===== config.mk =====
export PLATFORM = sky130hd
export DESIGN_NAME = goldschmidt_post
export DESIGN_NICKNAME = d
export VERILOG_FILES = /design/src/rtl/goldschmidt_pkg.sv /design/src/rtl/gs_round_rne.sv /design/src/rtl/goldschmidt_post.sv
export SDC_FILE = /design/constraint.sdc
export NUM_CORES = 1
export LEC_CHECK = 0
export BUFFER_PORTS_ARGS = -buffer_cell sky130_fd_sc_hd__buf_4
export CAP_MARGIN = 30
export CORE_MARGIN = 5
export CORE_UTILIZATION = 63
export DETAILED_ROUTE_END_ITERATION = 8
export PLACE_DENSITY_LB_ADDON = 0.15
export REMOVE_ABC_BUFFERS = 1
export SYNTH_ARGS = -nofsm -noshare
export SYNTH_HDL_FRONTEND = slang
export SYNTH_HIERARCHICAL = 1
export SYNTH_SLANG_ARGS = --single-unit

===== constraint.sdc =====
create_clock -name clk -period 3.6 [get_ports clk]
set_input_delay 0.72 -clock clk [delete_from_list [all_inputs] [get_ports clk]]
set_output_delay 0.72 -clock clk [all_outputs]
set_load 0.01 [all_outputs]

===== src/rtl/goldschmidt_pkg.sv =====
// rtl/goldschmidt_pkg.sv - shared types and constants for the Goldschmidt result path
package goldschmidt_pkg;

  typedef enum logic [2:0] {
    IDLE    = 3'd0,
    CAPTURE = 3'd1,
    NORM    = 3'd2,
    ROUND   = 3'd3,
    HOLD    = 3'd4
  } gpost_state_t;

  localparam logic [1:0] EXP_M1 = 2'b11;
  localparam logic [1:0] EXP_0  = 2'b00;
  localparam logic [1:0] EXP_P1 = 2'b01;

  // Quotients are Q2.(w-2): the bit worth 1.0 sits just below the top bit.
  function automatic int gs_one_bit(input int w);
    return w - 2;
  endfunction

endpackage


===== src/rtl/gs_round_rne.sv =====
// rtl/gs_round_rne.sv - round-to-nearest-even of a normalized Q2 value to OUT_WIDTH bits
module gs_round_rne
  import goldschmidt_pkg::*;
#(
  parameter int WIDTH     = 30,
  parameter int OUT_WIDTH = 24
) (
  input  logic [WIDTH-1:0]     norm_i,
  input  logic [1:0]           exp_i,
  output logic [OUT_WIDTH-1:0] mant_o,
  output logic [1:0]           exp_o
);

  localparam int ONE = gs_one_bit(WIDTH);
  localparam int GB  = ONE - OUT_WIDTH;

  logic [OUT_WIDTH-1:0] field;
  logic                 guard;
  logic                 sticky;
  logic                 round_up;
  logic [OUT_WIDTH:0]   sum;
  logic                 unused_msb;

  // The integer bit above 1.0 is only meaningful for range errors, which bypass rounding.
  assign unused_msb = norm_i[WIDTH-1];

  assign field    = norm_i[ONE -: OUT_WIDTH];
  assign guard    = norm_i[GB];
  assign sticky   = |norm_i[GB-1:0];
  assign round_up = guard & (sticky | field[0]);
  assign sum      = {1'b0, field} + {{OUT_WIDTH{1'b0}}, round_up};

  always_comb begin
    mant_o = sum[OUT_WIDTH-1:0];
    exp_o  = exp_i;
    if (sum[OUT_WIDTH]) begin
      mant_o = {1'b1, {(OUT_WIDTH-1){1'b0}}};
      exp_o  = exp_i + EXP_P1;
    end
  end

endmodule


===== src/rtl/goldschmidt_post.sv =====
// rtl/goldschmidt_post.sv - quotient correction, normalization and rounding after the divider
module goldschmidt_post
  import goldschmidt_pkg::*;
#(
  parameter int WIDTH     = 30,
  parameter int OUT_WIDTH = 24
) (
  input  logic                 clk,
  input  logic                 reset_n,
  input  logic                 div_rem,
  input  logic [WIDTH-1:0]     quotient,
  input  logic                 rem_sign,
  output logic                 out_valid,
  input  logic                 out_ready,
  output logic [OUT_WIDTH-1:0] mantissa,
  output logic [1:0]           exp_adj,
  output logic                 range_err,
  output logic                 overrun
);

  localparam int ONE = gs_one_bit(WIDTH);

  gpost_state_t state_q, state_d;

  logic [WIDTH-1:0]     q_q;
  logic                 sign_q;
  logic [WIDTH-1:0]     norm_q, norm_d;
  logic [1:0]           nexp_q, nexp_d;
  logic                 nrange_q;
  logic [WIDTH-1:0]     qc;
  logic [OUT_WIDTH-1:0] mant_q, rnd_mant;
  logic [1:0]           exp_q, rnd_exp;
  logic                 range_q;
  logic                 overrun_q;
  logic                 drop;

  always_ff @(posedge clk or negedge reset_n) begin
    if (!reset_n) state_q <= IDLE;
    else          state_q <= state_d;
  end

  always_comb begin
    state_d = state_q;
    case (state_q)
      IDLE:    if (div_rem) state_d = CAPTURE;
      CAPTURE: state_d = NORM;
      NORM:    state_d = ROUND;
      ROUND:   state_d = HOLD;
      HOLD:    if (out_ready) state_d = div_rem ? CAPTURE : IDLE;
      default: state_d = IDLE;
    endcase
  end

  assign drop = div_rem && ((state_q == CAPTURE) || (state_q == NORM) || (state_q == ROUND) ||
                            ((state_q == HOLD) && !out_ready));

  // A set remainder sign means the quotient overshot by one ulp.
  assign qc = sign_q ? (q_q - WIDTH'(1)) : q_q;

  always_comb begin
    norm_d = qc;
    nexp_d = EXP_0;
    if (!qc[WIDTH-1] && !qc[ONE]) begin
      norm_d = qc << 1;
      nexp_d = EXP_M1;
    end
  end

  gs_round_rne #(
    .WIDTH     (WIDTH),
    .OUT_WIDTH (OUT_WIDTH)
  ) u_round (
    .norm_i (norm_q),
    .exp_i  (nexp_q),
    .mant_o (rnd_mant),
    .exp_o  (rnd_exp)
  );

  always_ff @(posedge clk or negedge reset_n) begin
    if (!reset_n) begin
      q_q       <= '0;
      sign_q    <= 1'b0;
      norm_q    <= '0;
      nexp_q    <= EXP_0;
      nrange_q  <= 1'b0;
      mant_q    <= '0;
      exp_q     <= EXP_0;
      range_q   <= 1'b0;
      overrun_q <= 1'b0;
    end else begin
      if (state_q == CAPTURE) begin
        q_q    <= quotient;
        sign_q <= rem_sign;
      end
      if (state_q == NORM) begin
        norm_q   <= norm_d;
        nexp_q   <= nexp_d;
        nrange_q <= qc[WIDTH-1];
      end
      if (state_q == ROUND) begin
        mant_q  <= nrange_q ? {OUT_WIDTH{1'b1}} : rnd_mant;
        exp_q   <= nrange_q ? EXP_0 : rnd_exp;
        range_q <= nrange_q;
      end
      if (drop) overrun_q <= 1'b1;
    end
  end

  assign out_valid = (state_q == HOLD);
  assign mantissa  = mant_q;
  assign exp_adj   = exp_q;
  assign range_err = range_q;
  assign overrun   = overrun_q;

endmodule


==> key figures, run 1 <==
Setup path
  – RR Endpoint: norm_q[28]
  – CP max FO: 16
  – WP data arrival: 2.88 ns
  – WP data required: 3.84 ns
  – Worst Setup EP: norm_q[28]
  – WP depth: 5
  – Crit path buf inv count: 0
  – Sequence of cells on the critical path: nor4_4 -> nand4_1 -> a2111o_1 -> a221oi_1 -> o21ai_0
  – Crit path max-delay family: simple AND/OR/NAND/NOR gates
  – CP Capture Type: register
  – FF-to-FF Start: q_q[7]
  – CP startpoint kind: register
  – Slowest-stage cell, CP: nand4_1
  – CP max stage delay: 0.58 ns
  – Reg2Reg Setup Slack: 0.96 ns
  – CP Launch Point: q_q[7]
  – Setup CP Type: register to register
  – Worst R2R Path Depth: 5

Routing
  – Met2 routed WL: 5700 µm
  – Total Wirelength: 12100 µm
  – Detailed-route DRC error count: 0
  – WL met3: 628 µm
  – Detail Route Antenna Nets: 0
  – Met1 WL: 5580 µm
  – Max Used Layer: met4
  – DRT iter0 DRCs: 297
  – Drt via density: 6.11
  – Via count: 4438
  – Routed WL per cell: 16.7 µm
  – DRT Pass-1 Iters: 5

Floorplan
  – Row cnt: 33
  – Die Wd: 102 µm
  – Die area: 10300 µm²
  – DIE HEIGHT: 102 µm
  – Core Footprint: 8220 µm²
  – Initial core utilization: 64.4%
  – I/O pins: 64

Global routing
  – Largest net degree at the start of global routing: 54
  – Vias in the first global route: 4154
  – Initial antenna violation count: 0
  – Total gr overflow: 0
  – First-pass GRT wire length: 20900 µm
  – GRT Total Usage: 25.3%

CTS
  – Clk_lat worst skew: 0.36 ns
  – Reg clk slew, reported paths: 0.10 ns
  – Clock buffer count from CTS: 9
  – CTS root buf: clkbuf_8
  – CTS tree: yes
  – Max clock buf depth: 2
  – Post-CTS setup buffer count: 0
  – Cts repair resizes: 0
  – Sink Count: 93
  – CTS Hold Buffers Added: 0
  – H-tree Lvls: 3

Logic synthesis
  – Compound-cell area share of the yosys netlist: 16.3%
  – Unique masters post-synth: 64
  – Post-synth EDFFs: 0
  – Post-synthesis mux area share: 6.15%
  – Top_reg_cell synth: dfrtp_1
  – Sequential share of the synthesized area: 44.0%
  – Synth warnings: 6
  – Largest family of logic cells by synthesized area: simple AND/OR/NAND/NOR gates
  – Syn Inst Count: 568
  – Mapped Area: 5290 µm²
  – Post-synthesis simple-gate area fraction: 24.0%
  – Mean Syn Cell Area: 9.32 µm²
  – Area share of fa/ha/maj cells after synthesis: 0.473%
  – FF+latch count, synth: 93
  – Post-Synth XOR/XNOR Area: 5.63%
  – Post-synth ARST share: 100%

Layout
  – ANT cells: 0
  – Layout Nets: 654
  – Final core occ: 73.6%
  – Layout area overhead: 14.3%
  – Non-filler cells, final: 726
  – Layout cell share with drive strength beyond 1: 21.4%

Pwr
  – Max VDD drop: 0.000558 V
  – Tot Pwr: 5350 µW
  – Lkg Pwr: 0.00244 µW
  – PD cells: 885 nW/µm²

Timing
  – Final Cycle Share: 73.3%
  – Worst Skew: 0.0166 ns
  – Max frequency: 379 MHz
  – Final Hold Fails: 0
  – Unrepaired setup endpoints after global routing: false
  – Slew @ Worst Pin: 0.802 ns
  – Setup violations, final: 0
  – Max Slew Vio Count: 0
  – Fin Setup TNS: 0 ns
  – Fin crit period: 2.64 ns
  – Headroom to the max-slew limit: 46.6%

Placement
  – Placer Congestion: 0.885
  – Inst Count DP: 711
  – Number of port buffers: 63
  – HPWL after DPL: 9160 µm

Flow run
  – Max cap viols: 0

Status
  – Outcome: finished, final reports clean

Min path
  – Worst Hold Class: input port to asynchronous set/reset pin
[Yosys cell counts, drive strengths merged (7+ instances only)]
cell type,count,area (µm²)
clkbuf,26,97.6
nor4,19,155
or3,7,43.8
or4,8,63.8
xnor2,20,175
a21oi,7,38.8
nor2,50,190
xor2,14,123
mux2,28,315
o211ai,21,158
o221ai,8,70.1
nand4,13,81.3
buf,8,48.8
nand2,81,307
o21ai,50,250
nor3,18,90.1
inv,10,37.5
nand3,15,80.1
dfrtp,93,2330
o31a,7,61.3
[where the power goes]
part	switching (µW)	internal [µW]	total [µW]	leakage, µW
combinational	1210	1110	2330	0.00120
clock	389	395	784	0.000104
sequential	687	1560	2240	0.00114
total	2290	3060	5350	0.00244
[flip-flops by register name, indices dropped and copies added, names as in the netlist]
register   flops
exp_adj        2
mantissa      24
nexp_q         1
norm_q        30
overrun        1
q_q           30
range_err      1
sign_q         1
state_q        3
[through the flow]
step	cell area (µm²)	worst slack, ns	hold slack (ns)
final	6050	0.962	0.261
after global placement	5830	1.03	0.440
after CTS	6050	0.992	0.272
after global routing	6050	0.751	0.284
after detailed placement	5830	1.01	0.457
after floorplan	5140	0.156	0.424
[cells by family after synthesis]
family,count (synthesis)
simple gates,242
compound gates,124
flops,93
buf+inv,44
xor+xnor,34
mux,29
fa+ha+maj,2
[how the worst min path moves through the flow]
stage,start,to,slack (ns),cells past startpoint
after CTS,reset_n,mantissa[2],0.27,1
after global routing,reset_n,mantissa[0],0.28,1
after global placement,overrun,overrun,0.44,1
final,reset_n,mantissa[2],0.26,1
after floorplan,reset_n,exp_adj[0],0.42,0
after detailed placement,overrun,overrun,0.46,1
[placed cells by master (no fill, tap or decap), types with 3 or more instances in the layout]
cell type | netlist | routed
o211ai_1 | 21 | 21
xor2_1 | 14 | 14
inv_1 | 10 | 10
nor4_1 | 16 | 16
o31ai_1 | 5 | 5
dfrtp_1 | 93 | 93
a21oi_1 | 6 | 6
nand2_1 | 80 | 80
o31a_1 | 7 | 7
nand3_1 | 14 | 14
nand4_1 | 13 | 13
clkbuf_8 | 0 | 9
xnor2_1 | 20 | 20
nor2_1 | 49 | 49
nor3_1 | 18 | 18
buf_4 | 1 | 72
o221ai_1 | 8 | 8
and2_1 | 4 | 4
nand2b_1 | 6 | 6
or3_1 | 7 | 7
o21ai_0 | 48 | 48
o2111ai_1 | 6 | 6
o21a_1 | 3 | 3
mux2_2 | 28 | 28
or4_1 | 7 | 7
nor4b_1 | 3 | 3
[final cells by class]
type / count / area (µm²)
timing repair buffer: 72 / 541
tap: 105 / 131
clock buffer: 9 / 124
fill: 615 / 2170
inverter: 10 / 37.5
clock inverter: 6 / 95.1
sequential: 93 / 2330
multi-input combinational: 431 / 2790
[worst register-to-register path, cell delays in order, from the launching register on]
cell and delay [ns]:
dfrtp_1 0.47, nor4_4 0.48, nand4_1 0.58, a2111o_1 0.57
a221oi_1 0.29, o21ai_0 0.12
[routing by layer]
metal	up-vias	global-route usage, %
li1	2191	-
met1	2098	36.7
met2	134	39.2
met3	15	3.72
met4	0	8.18
met5	-	0
(Power assumes the default switching activity.)
==> inputs of run 2 (changes only) <==
CORE_UTILIZATION = 53   (was 63)
clock period = 2.32 ns   (was 3.6 ns; I/O delays follow)
==> run 2 against run 1 <==
  * Maximum frequency is 17% higher
  * Design area increased by 7.0%
  * Critical path depth rose by 1
  * Non-clock buffer count increased by 36
  * Largest cell class unchanged
  * Largest power group unchanged
==> key figures, run 2 (synthesized netlist as in run 1, its figures left out) <==
Status
  – Outcome: finished, final reports clean

Placement
  – Pre-CTS setup slack: -0.0152 ns (-1.02 ns)
  – Dpl cell area: 6170 µm² (+5.9%)
  – Placer Congestion: 0.950 (+7.3%)
  – Inst Count DP: 775 (+9.0%)
  – Number of port buffers: 63 (unchanged)
  – HPWL after DPL: 9330 µm (+1.8%)

Pwr
  – PD cells: 1360 nW/µm² (+54%)
  – Lkg Pwr: 0.00265 µW (+8.7%)
  – Max VDD drop: 0.000716 V (+28%)

Timing
  – Max Slew Vio Count: 0 (unchanged)
  – Unrepaired setup endpoints after global routing: true
  – Headroom to the max-slew limit: 49.1% (+2.6 points)
  – Slew @ Worst Pin: 0.763 ns (-0.0386 ns)
  – Max frequency: 444 MHz (+17%)
  – Final Cycle Share: 97.0% (+24 points)
  – Final worst slack: 0.0697 ns (-0.892 ns)
  – Final Hold Fails: 0 (unchanged)
  – Setup violations, final: 0 (unchanged)
  – Fin Setup TNS: 0 ns (unchanged)
  – Fin crit period: 2.25 ns (-0.388 ns)
  – Worst Skew: 0.0107 ns (-0.00596 ns)

Setup path
  – WP data arrival: 2.49 ns (-0.39 ns)
  – CP startpoint kind: register
  – CP Launch Point: q_q[26]
  – CP max FO: 8 (-8)
  – CP max stage delay: 0.54 ns (-0.04 ns)
  – Worst R2R Path Depth: 6 (+1)
  – Slowest-stage cell, CP: o41a_1
  – Reg2Reg Setup Slack: 0.07 ns (-0.89 ns)
  – WP data required: 2.56 ns (-1.28 ns)
  – Worst Setup EP: norm_q[2]
  – CP Capture Type: register
  – FF-to-FF Start: q_q[26]
  – Setup CP Type: register to register
  – RR Endpoint: norm_q[2]
  – Sequence of cells on the critical path: nor4_4 -> nand2_1 -> o41a_1 -> buf_4 -> o21ai_0 -> o311ai_2

CTS
  – CTS tree: yes
  – Max clock buf depth: 2 (unchanged)
  – CTS Hold Buffers Added: 0 (unchanged)
  – Clock buffer count from CTS: 9 (unchanged)
  – Reg clk slew, reported paths: 0.10 ns (about the same)
  – Sink Count: 93 (unchanged)
  – H-tree Lvls: 3 (unchanged)
  – CTS root buf: clkbuf_8
  – Post-CTS setup buffer count: 0 (unchanged)
  – Clk_lat worst skew: 0.37 ns (about the same)

Global routing
  – Initial antenna violation count: 0 (unchanged)
  – GRT Total Usage: 21.4% (-3.9 points)
  – Vias in the first global route: 4229 (+1.8%)
  – Total gr overflow: 0 (unchanged)
  – First-pass GRT wire length: 20600 µm (-1.5%)
  – Largest net degree at the start of global routing: 47 (-13%)

Layout
  – Most common cell after layout, fill and taps aside: buf_4
  – ANT cells: 0 (unchanged)
  – Layout cell share with drive strength beyond 1: 27.7% (+6.3 points)
  – Final instance area: 6470 µm² (+7.0%)
  – Commonest cells after routing, fill and taps aside: buf_4, dfrtp_1, nand2_1, nor2_1, o21ai_0
  – Fill cell total of the finished layout: 830 (+35%)
  – Non-filler cells, final: 790 (+8.8%)
  – Layout Nets: 690 (+5.5%)
  – Layout area overhead: 22.3%
  – Final core occ: 66.2% (-7.4 points)

Routing
  – DRT iter0 DRCs: 299 (+0.67%)
  – Drt via density: 5.72 (-6.5%)
  – Routed WL per cell: 15.7 µm (-6.2%)
  – Total Wirelength: 12400 µm (+2.0%)
  – DRT Pass-1 Iters: 4 (-1)
  – Detail Route Antenna Nets: 0 (unchanged)
  – Detailed-route DRC error count: 0 (unchanged)
  – Via count: 4517 (+1.8%)

Floorplan
  – Core Footprint: 9770 µm² (+19%)
  – DIE HEIGHT: 110 µm (+8.1%)
  – Die area: 12100 µm² (+17%)
  – Row cnt: 36 (+9.1%)
  – I/O pins: 64 (unchanged)
  – Die Wd: 110 µm (+8.1%)
  – Initial core utilization: 54.1% (-10 points)

Flow run
  – Max cap viols: 0 (unchanged)

Min path
  – Worst Hold Class: input port to asynchronous set/reset pin
[run 2: cell types whose count changed in the layout (fill, tap and decap cells not counted), sizes merged]
| cell | previous run | this run |
|---|---|---|
| buf | 72 | 108 |
[run 2: stage by stage]
stage / hold WS (ns) / total power [µW]
6_report: 0.0834 / 8790
5_1_grt: 0.129 / 9470
4_1_cts: 0.0961 / 8710
3_5_place_dp: 0.448 / 7490
3_3_place_gp: 0.439 / 7350
2_1_floorplan: 0.168 / 5810
[run 2: layout make-up]
| class | count | area, µm² | share of cell area (%) |
|---|---|---|---|
| clock buffer | 9 | 124 | 1.91 |
| tap | 133 | 166 | 2.57 |
| multi-input combinational | 431 | 2870 | 44.4 |
| clock inverter | 6 | 95.1 | 1.47 |
| sequential | 93 | 2330 | 36.0 |
| inverter | 10 | 37.5 | 0.580 |
| timing repair buffer | 108 | 848 | 13.1 |
[run 2: worst min path at each step]
stage	to	slack [ns]	depth (start not counted)
floorplan	exp_adj[0]	0.17	0
global placement	overrun	0.44	1
detailed placement	overrun	0.45	1
CTS	mantissa[5]	0.1	1
global route	mantissa[3]	0.13	1
finish	mantissa[3]	0.08	1
[run 2: worst max-delay path, delay by kind of cell (launching register included)]
family	cells	cell delay (ns)
AO/OA/AOI/OAI	3	0.92
buffers and inverters	1	0.21
AND/OR/NAND/NOR	2	0.56
flip-flops	1	0.44
[run 2: what timing repair did]
| action | in CTS | in global routing |
|---|---|---|
| pin swaps | 0 | 0 |
| gates resized for setup | 1 | 18 |
| endpoints found under the setup margin | 1 | 39 |
[run 2: per-layer routing]
metal	vias to the layer above	track usage (%)	wire length (µm)
met2	124	33.9	5780
met4	0	7.84	213
met1	2120	30.1	5820
met3	17	2.82	571
met5	-	0	0
li1	2256	-	-
[run 2: power breakdown]
group | switching, µW | total, µW | internal, µW
clock network | 610 | 1220 | 613
registers | 948 | 3370 | 2420
logic | 2130 | 4210 | 2080
total | 3690 | 8790 | 5110
==> inputs of run 3 (changes only) <==
CORE_UTILIZATION = 45   (was 53)
==> run 3 against run 2 <==
  * Design area grew 2.9%
  * Final cell count rose by 3.3%
  * Sequential power down 3%
  * Utilization is 8.1 points lower
  * Clock skew down 0.0043 ns
  * Setup slack worse by 0.0089 ns
  * Count of clock-buffer cells in the layout unchanged
  * Sequential share of layout area is 1.0 points lower
  * Clock power grew 25%
  * Critical path depth is 1 lower
  * Sequential cell count did not move
  * Critical path type unchanged
  * Critical endpoint is now norm_q[5]
==> key figures, run 3 (synthesized netlist as in run 1, its figures left out) <==
Placement
  – Pre-CTS setup slack: -0.0169 ns (-0.00168 ns)
  – Placer Congestion: 0.894 (-5.9%)
  – HPWL after DPL: 9930 µm (+6.5%)
  – Number of port buffers: 63 (unchanged)
  – Dpl cell area: 6250 µm² (+1.4%)

Layout
  – Final core occ: 58.1% (-8.1 points)
  – Commonest cells after routing, fill and taps aside: buf_4, dfrtp_1, nand2_1, nor2_1, o21ai_0
  – ANT cells: 0 (unchanged)
  – Final instance area: 6660 µm² (+2.9%)
  – Sequential Area: 2330 µm² (about the same)
  – Layout Nets: 705 (+2.2%)
  – Most common cell after layout, fill and taps aside: buf_4
  – Area of the multi-input gates: 2870 µm² (about the same)
  – Fill cell total of the finished layout: 1020 (+23%)
  – Layout area overhead: 25.9%
  – Layout cell share with drive strength beyond 1: 29.1% (+1.4 points)

Timing
  – Fin Setup TNS: 0 ns (unchanged)
  – Final Cycle Share: 97.4% (+0.38 points)
  – Slew @ Worst Pin: 0.784 ns (+0.0210 ns)
  – Fin crit period: 2.26 ns (+0.00893 ns)
  – Headroom to the max-slew limit: 47.7% (-1.4 points)
  – Final worst slack: 0.0607 ns (-0.00893 ns)
  – Max Slew Vio Count: 0 (unchanged)
  – Max frequency: 443 MHz (-0.40%)
  – Worst Skew: 0.00633 ns (-0.00432 ns)
  – Setup violations, final: 0 (unchanged)
  – Final Hold Fails: 0 (unchanged)

Global routing
  – Initial antenna violation count: 0 (unchanged)
  – First-pass GRT wire length: 22600 µm (+9.8%)
  – GRT Total Usage: 19.4% (-2.0 points)
  – Vias in the first global route: 4535 (+7.2%)
  – Largest net degree at the start of global routing: 54 (+15%)
  – Total gr overflow: 0 (unchanged)

Routing
  – Detailed-route DRC error count: 0 (unchanged)
  – Detail Route Antenna Nets: 0 (unchanged)
  – DRT Pass-1 Iters: 5 (+1)
  – Drt via density: 5.60 (-2.1%)
  – Total Wirelength: 13000 µm (+4.9%)
  – Routed WL per cell: 15.9 µm (+1.6%)
  – Via count: 4568 (+1.1%)
  – DRT iter0 DRCs: 176 (-41%)

Status
  – Outcome: finished, final reports clean

CTS
  – H-tree Lvls: 3 (unchanged)
  – Clock buffer count from CTS: 9 (unchanged)
  – Sink Count: 93 (unchanged)
  – Max clock buf depth: 2 (unchanged)
  – CTS Hold Buffers Added: 0 (unchanged)
  – Reg clk slew, reported paths: 0.07 ns (-0.03 ns)
  – CTS root buf: clkbuf_16
  – CTS tree: yes
  – Clk_lat worst skew: 0.35 ns (-0.02 ns)

Min path
  – Worst Hold Class: input port to asynchronous set/reset pin

Setup path
  – Worst R2R Path Depth: 5 (-1)
  – Sequence of cells on the critical path: nor4_4 -> nand2_2 -> o41a_1 -> or4_1 -> o211ai_1
  – CP Launch Point: q_q[26]
  – Worst Setup EP: norm_q[5]
  – Slowest-stage cell, CP: or4_1
  – FF-to-FF Start: q_q[26]
  – WP data required: 2.58 ns (+0.02 ns)
  – CP max FO: 5 (-3)
  – CP startpoint kind: register
  – CP max stage delay: 0.59 ns (+0.05 ns)
  – Reg2Reg Setup Slack: 0.06 ns (about the same)
  – WP data arrival: 2.52 ns (+0.03 ns)
  – Setup CP Type: register to register
  – RR Endpoint: norm_q[5]
  – CP Capture Type: register

Floorplan
  – Initial core utilization: 46.1% (-8.0 points)
  – Die area: 14000 µm² (+16%)
  – I/O pins: 64 (unchanged)
  – DIE HEIGHT: 118 µm (+7.7%)
  – Die Wd: 118 µm (+7.7%)
  – Row cnt: 39 (+8.3%)
  – Core Footprint: 11500 µm² (+17%)

Pwr
  – Lkg Pwr: 0.00277 µW (+4.5%)
  – Max VDD drop: 0.000857 V (+20%)
  – PD cells: 1390 nW/µm² (+2.0%)
  – Tot Pwr: 9230 µW (+5.0%)

Flow run
  – Max cap viols: 0 (unchanged)
## run 3: cell count changes in the layout (fill, tap and decap cells not counted), moves of 2 or more
cell | before | now
clkinv_4 | 0 | 3
nor4_1 | 14 | 16
buf_12 | 3 | 1
buf_4 | 105 | 121
nand2_1 | 80 | 78
nor4_2 | 2 | 0
clkbuf_16 | 0 | 9
clkbuf_8 | 9 | 0
## run 3: worst min path at each step
stage	to	slack, ns	cells past startpoint
floorplan	exp_adj[0]	0.17	0
global placement	q_q[2]	0.41	1
finish	q_q[4]	0.03	1
CTS	q_q[4]	0.03	1
global route	q_q[7]	0.05	1
detailed placement	q_q[2]	0.41	1
## run 3: layout make-up
class / count / area share [%]
timing repair buffer: 123 / 14.1
sequential: 93 / 35.0
multi-input combinational: 431 / 43.1
clock buffer: 9 / 3.38
inverter: 10 / 0.564
tap: 143 / 2.69
clock inverter: 7 / 1.22
## run 3: where the power goes
group	switching, µW	internal (µW)
Sequential	851	2420
Combinational	2260	2180
Clock	671	849
## run 3: repair_timing
| item | 4_1_cts | 5_1_grt |
|---|---|---|
| setup buffers | 0 | 2 |
| pin swaps | 0 | 3 |
| endpoints found under the setup margin | 1 | 32 |
| resized for setup | 1 | 19 |
## run 3: critical path, delay by kind of cell (launching register included)
kind	cells	cell delay, ns
AND/OR/NAND/NOR	3	1.11
AO/OA/AOI/OAI	2	0.66
flip-flops	1	0.41
## run 3: stage by stage
step | hold WS, ns | instances
after floorplan | 0.168 | 534
after global placement | 0.410 | 798
after detailed placement | 0.410 | 798
after CTS | 0.0313 | 814
after global routing | 0.0515 | 816
final | 0.0320 | 816
## run 3: per-layer routing
layer	vias up	share of wire [%]	global-route usage, %	routed length [µm]
li1	2282	-	-	-
met4	0	1.6	6.52	209
met3	16	5.0	4.25	650
met5	-	0	0	0
met2	118	47	30.7	6110
met1	2152	46	26.4	6030
